<file path="src/rtl/pipe_pkg.sv">
// Shared definitions for pipeline stage registers: occupancy states, default
// payload widths and the control-field layout used to pack in_ctrl/out_ctrl.
package pipe_pkg;

  typedef enum logic [1:0] {
    EMPTY = 2'b00,
    ONE   = 2'b01,
    TWO   = 2'b11
  } stage_state_e;

  localparam int DATA_W_DEF = 64;
  localparam int CTRL_W_DEF = 8;

  // Control vector bit layout shared by every stage boundary
  localparam int CTRL_WB_EN      = 0;
  localparam int CTRL_MEM_R      = 1;
  localparam int CTRL_MEM_W      = 2;
  localparam int CTRL_EXE_CMD_LO = 3;
  localparam int CTRL_EXE_CMD_W  = 4;

  function automatic logic [CTRL_W_DEF-1:0] pack_ctrl(
    input logic                      wb_en,
    input logic                      mem_r,
    input logic                      mem_w,
    input logic [CTRL_EXE_CMD_W-1:0] exe_cmd
  );
    logic [CTRL_W_DEF-1:0] c;
    c = '0;
    c[CTRL_WB_EN] = wb_en;
    c[CTRL_MEM_R] = mem_r;
    c[CTRL_MEM_W] = mem_w;
    c[CTRL_EXE_CMD_LO +: CTRL_EXE_CMD_W] = exe_cmd;
    return c;
  endfunction

endpackage

</file>
<file path="src/rtl/pipe_sat_counter.sv">
// CNT_W-bit event counter with enable that sticks at its maximum value.
module pipe_sat_counter #(
  parameter int CNT_W = 16
) (
  input  logic             clk,
  input  logic             rst,
  input  logic             en,
  output logic [CNT_W-1:0] cnt
);

  logic [CNT_W-1:0] cnt_p1;

  function automatic logic [CNT_W-1:0] sat_inc(input logic [CNT_W-1:0] v);
    return (&v) ? v : v + CNT_W'(1);
  endfunction

  always_ff @(posedge clk) begin
    if (rst) begin
      cnt_p1 <= '0;
    end else if (en) begin
      cnt_p1 <= sat_inc(cnt_p1);
    end
  end

  assign cnt = cnt_p1;

endmodule

</file>
<file path="src/rtl/pipe_stage_reg.sv">
// Valid/ready pipeline stage register with freeze, flush, optional 2-entry
// skid buffer (registered in_ready) and a saturating stall counter.
module pipe_stage_reg
  import pipe_pkg::*;
#(
  parameter int DATA_W = DATA_W_DEF,
  parameter int CTRL_W = CTRL_W_DEF,
  parameter int SKID   = 1,
  parameter int CNT_W  = 16
) (
  input  logic              clk,
  input  logic              rst,
  input  logic              flush,
  input  logic              freeze,
  input  logic              in_valid,
  output logic              in_ready,
  input  logic [CTRL_W-1:0] in_ctrl,
  input  logic [DATA_W-1:0] in_data,
  output logic              out_valid,
  input  logic              out_ready,
  output logic [CTRL_W-1:0] out_ctrl,
  output logic [DATA_W-1:0] out_data,
  output logic [CNT_W-1:0]  stall_cnt
);

  logic              main_vld_p1;
  logic [CTRL_W-1:0] main_ctrl_p1;
  logic [DATA_W-1:0] main_data_p1;
  logic              acc;
  logic              emit;

  assign acc  = in_valid & in_ready & ~freeze;
  assign emit = main_vld_p1 & out_ready & ~freeze;

  if (SKID != 0) begin : gen_skid
    logic              skid_vld_p1;
    logic [CTRL_W-1:0] skid_ctrl_p1;
    logic [DATA_W-1:0] skid_data_p1;
    stage_state_e      state;

    always_comb begin
      state = EMPTY;
      if (skid_vld_p1)      state = TWO;
      else if (main_vld_p1) state = ONE;
    end

    // in_ready depends only on the skid flag, breaking the out_ready path
    assign in_ready = ~freeze & ~skid_vld_p1;

    // Stage boundary: main (head) and skid (second) entries
    always_ff @(posedge clk) begin
      if (rst || flush) begin
        main_vld_p1  <= 1'b0;
        main_ctrl_p1 <= '0;
        main_data_p1 <= '0;
        skid_vld_p1  <= 1'b0;
        skid_ctrl_p1 <= '0;
        skid_data_p1 <= '0;
      end else if (!freeze) begin
        unique case (state)
          EMPTY: begin
            if (acc) begin
              main_vld_p1  <= 1'b1;
              main_ctrl_p1 <= in_ctrl;
              main_data_p1 <= in_data;
            end
          end
          ONE: begin
            if (acc && emit) begin
              main_ctrl_p1 <= in_ctrl;
              main_data_p1 <= in_data;
            end else if (acc) begin
              skid_vld_p1  <= 1'b1;
              skid_ctrl_p1 <= in_ctrl;
              skid_data_p1 <= in_data;
            end else if (emit) begin
              main_vld_p1 <= 1'b0;
            end
          end
          TWO: begin
            if (emit) begin
              main_ctrl_p1 <= skid_ctrl_p1;
              main_data_p1 <= skid_data_p1;
              skid_vld_p1  <= 1'b0;
            end
          end
          default: begin
            main_vld_p1 <= 1'b0;
            skid_vld_p1 <= 1'b0;
          end
        endcase
      end
    end
  end else begin : gen_single
    assign in_ready = ~freeze & (~main_vld_p1 | out_ready);

    // Stage boundary: single main register
    always_ff @(posedge clk) begin
      if (rst || flush) begin
        main_vld_p1  <= 1'b0;
        main_ctrl_p1 <= '0;
        main_data_p1 <= '0;
      end else if (acc) begin
        main_vld_p1  <= 1'b1;
        main_ctrl_p1 <= in_ctrl;
        main_data_p1 <= in_data;
      end else if (emit) begin
        main_vld_p1 <= 1'b0;
      end
    end
  end

  assign out_valid = main_vld_p1;
  // An empty stage presents a bubble: no control bits asserted
  assign out_ctrl  = main_vld_p1 ? main_ctrl_p1 : '0;
  assign out_data  = main_data_p1;

  pipe_sat_counter #(
    .CNT_W(CNT_W)
  ) u_stall_cnt (
    .clk(clk),
    .rst(rst),
    .en (main_vld_p1 & ~out_ready & ~freeze),
    .cnt(stall_cnt)
  );

endmodule

</file>
<file path="config.mk">
export PLATFORM = sky130hd
export DESIGN_NAME = pipe_stage_reg
export DESIGN_NICKNAME = d
export VERILOG_FILES = /design/src/rtl/pipe_pkg.sv /design/src/rtl/pipe_sat_counter.sv /design/src/rtl/pipe_stage_reg.sv
export SDC_FILE = /design/constraint.sdc
export NUM_CORES = 1
export LEC_CHECK = 0
export CORE_UTILIZATION = 44
export DETAILED_ROUTE_END_ITERATION = 8
export GPL_TIMING_DRIVEN = 0
export PLACE_DENSITY = 0.76
export SYNTH_ARGS = -nofsm -noshare
export SYNTH_HDL_FRONTEND = slang
export SYNTH_SLANG_ARGS = --single-unit
</file>
<file path="constraint.sdc">
create_clock -name clk -period 1.9 [get_ports clk]
set_input_delay 0.38 -clock clk [delete_from_list [all_inputs] [get_ports clk]]
set_output_delay 0.38 -clock clk [all_outputs]
set_load 0.005 [all_outputs]
</file>
==> run metrics <==
run status=complete, no violations; via count=5,953; worst slack after detailed placement=-1.104 ns; Worst Path Max Fanout=9; Reg clk slew, reported paths=0.06 ns; library cell with the largest summed area after synthesis=sky130_fd_sc_hd__dfxtp_1; number of synthesis warnings=0; vertical die dimension=123.8 um; setup skew after layout=0.007371 ns; dominant cell by count in the synthesized netlist=sky130_fd_sc_hd__dfxtp_1; WP data arrival=2.20 ns; nature of the critical path startpoint=input pin; net count of the mapped netlist=832; cell types with the largest area share after synthesis=sky130_fd_sc_hd__dfxtp_1, sky130_fd_sc_hd__mux2i_1, sky130_fd_sc_hd__nand2_1; Max-slew headroom=54.41%; transition time of the tightest slew-check pin=0.6838 ns; initial antenna violation count=0; crit path setup slack, layout=0.04570 ns; final total power=7.590 mW; DP Area=8424 um^2; final standard cell utilization of the core=63.27%; Critical Path Source=freeze; library cell used as clock root buffer=sky130_fd_sc_hd__clkbuf_16; Critical Path End Type=flip-flop; mean instance size in the synthesized netlist=8.675 um^2; post-layout min period=1.854 ns; number of iterations in the first detailed-routing pass=4; CP Data Required Time=2.25 ns; number of max-cap violations=0; sequential-to-total area share from yosys stat=49.65%; smallest hold slack=0.3861 ns; clock buffer count from CTS=17; aggregate routed wire length=17.28 mm; Setup TNS Final=0 ns; achievable frequency=539.3 MHz; global-route congestion overflow total=0; overall die width=123.8 um; count of routing violations after the opening detailed-route iteration=288; die area=15,340 um^2; Post-synth top flop=sky130_fd_sc_hd__dfxtp_1; netlist area before placement=6533 um^2; mean number of vias per cell=5.227; endpoint of the most critical setup path=u_stall_cnt.cnt[14]; number of sinks driven by the clock tree=162; wire length of the first global-routing pass=26.56 mm; number of synthesized flops with an enable pin=0; post-detailed-route wirelength per cell=15.17 um; distinct cell type count after synthesis=35; Std-Cell Core Area=14,530 um^2; Yosys top cell area share=49.65%; cts-stage hold buffer count=0; Rows=44; Skew-Pair Late Insertion Delay=0.42 ns; area growth from synthesis to layout=40.76%; port buffer count=166; CP Class=input pin to flip-flop; worst-case clock buffer depth=2; Cell Count Post-Placement=1,103; Cell Pwr Density=825.4 nW/um^2; maximum number of pins on one net before global-route repair=17; RSZ-0062 raised after global routing=no; Ant. Diodes=0; Antenna Violating Nets Remaining=0; share of final-layout standard cells stronger than drive strength 1=9.529%; P_leak=3.020 nW; post-route cell area=9195 um^2; detailed placer's ending HPWL=11.87 mm; proportion of register bits with asynchronous set or reset after synthesis=0%; H-tree levels=4; worst reg2reg path depth=5; list of most frequent post-synthesis cells=sky130_fd_sc_hd__dfxtp_1, sky130_fd_sc_hd__nand2_1, sky130_fd_sc_hd__a21oi_1; NumNets Final=1,022; number of global-route vias before repair=5,508; GR Util All Layers=22.77%; synthesized instance count=753; fin. max-slew vios=0; gpl congestion=0.8042; clock tree from TritonCTS=built; worst voltage drop across the vdd grid=0.0006219 V; total count of hold-check failures in the final report=0; effective utilization at floorplan=44.95%; destination of the worst register-to-register timing path=u_stall_cnt.cnt[14]; r2r startpoint=out_valid; flip-flop and latch count after synthesis=162; number of standard cells in the final layout excluding fillers=1,139; DRC errors left=0; Hold/Removal Path Class=input pin to flip-flop; final setup violation count=0; Period Utilization, post-route=97.59%; reg-to-reg setup timing slack=0.05 ns; Ports=168
-- critical path, stage by stage --
cell                            delay, ns
sky130_fd_sc_hd__dlygate4sd2_1       0.34
sky130_fd_sc_hd__or3b_1              0.43
sky130_fd_sc_hd__buf_6               0.15
sky130_fd_sc_hd__or3_4               0.35
sky130_fd_sc_hd__or4_4               0.42
sky130_fd_sc_hd__a21oi_2             0.12
-- metal layers --
metal  track usage [%]  wire length (um)
met1             28.98              7879
met2             37.26              8213
met3             4.853               763
met4             9.488               418
met5                 0                 0
-- power by group --
part | internal (mW) | switching, mW
sequential | 3.45 | 0.0314
combinational | 0.331 | 0.295
clock | 2.15 | 1.33
total | 5.94 | 1.65
-- sequential cells by signal, indices dropped and copies added (netlist names) --
signal	count
gen_skid.skid_data_p1	64
out_data	64
main_ctrl_p1	8
u_stall_cnt.cnt	16
out_valid	1
gen_skid.skid_ctrl_p1	8
gen_skid.skid_vld_p1	1
-- how the worst min path moves through the flow --
stage,startpoint,end,cells past startpoint
2_1_floorplan,gen_skid.skid_ctrl_p1[0],gen_skid.skid_ctrl_p1[0],2
3_3_place_gp,gen_skid.skid_data_p1[10],gen_skid.skid_data_p1[10],2
3_5_place_dp,gen_skid.skid_ctrl_p1[7],gen_skid.skid_ctrl_p1[7],2
4_1_cts,rst,u_stall_cnt.cnt[0],2
5_1_grt,rst,u_stall_cnt.cnt[0],2
6_report,rst,u_stall_cnt.cnt[0],2
-- what timing repair did --
action / 4_1_cts / 5_1_grt
setup buffers: 3 / 2
resized for setup: 41 / 26
pin swaps: 4 / 1
endpoints found under the setup margin: 165 / 141
endpoints found under the hold margin: 0 / 0
gates cloned: 1 / 0
-- cells by family after synthesis --
| group | synth area share, % |
|---|---|
| AND/OR/NAND/NOR | 18.39 |
| flip-flops | 49.65 |
| AO/OA/AOI/OAI | 16.97 |
| adder cells (fa/ha/maj) | 0.1915 |
| buffers and inverters | 3.773 |
| multiplexers | 11.03 |
-- layout make-up --
| class | count | area [um^2] |
|---|---|---|
| Buffer | 58 | 296.5 |
| Clock buffer | 21 | 470.5 |
| Clock inverter | 10 | 132.6 |
| Fill cell | 1285 | 5339 |
| Inverter | 1 | 3.754 |
| Multi-Input combinational cell | 531 | 3100 |
| Sequential cell | 162 | 3249 |
| Tap cell | 184 | 230.2 |
| Timing Repair Buffer | 172 | 1712 |
-- cells in the final DEF, fill, tap and decap left out, types with 3 or more instances in the layout --
master                            Yosys  final
sky130_fd_sc_hd__clkinv_2             0      4
sky130_fd_sc_hd__nand4_1              6      6
sky130_fd_sc_hd__nor2_1              78     77
sky130_fd_sc_hd__nand3_1              5      3
sky130_fd_sc_hd__buf_2               11      5
sky130_fd_sc_hd__o21ai_0              6      6
sky130_fd_sc_hd__nand2_1            151    151
sky130_fd_sc_hd__or3_1                5      5
sky130_fd_sc_hd__or4_1                5      3
sky130_fd_sc_hd__clkbuf_2             0     17
sky130_fd_sc_hd__clkbuf_16            0     17
sky130_fd_sc_hd__a211oi_1            74     74
sky130_fd_sc_hd__mux2i_1             72     72
sky130_fd_sc_hd__clkinvlp_4           0      3
sky130_fd_sc_hd__clkbuf_1            41     27
sky130_fd_sc_hd__dlygate4sd2_1        0     11
sky130_fd_sc_hd__dfxtp_1            162    159
sky130_fd_sc_hd__clkbuf_8             0      5
sky130_fd_sc_hd__a21oi_1             88     87
sky130_fd_sc_hd__bufinv_16            0      3
sky130_fd_sc_hd__o31ai_1              6      6
sky130_fd_sc_hd__clkdlybuf4s50_1      0    155
sky130_fd_sc_hd__buf_4                0      9
sky130_fd_sc_hd__and2_1              10      9
sky130_fd_sc_hd__nor3_1               3      3
Power figures use the tool's default switching activity.
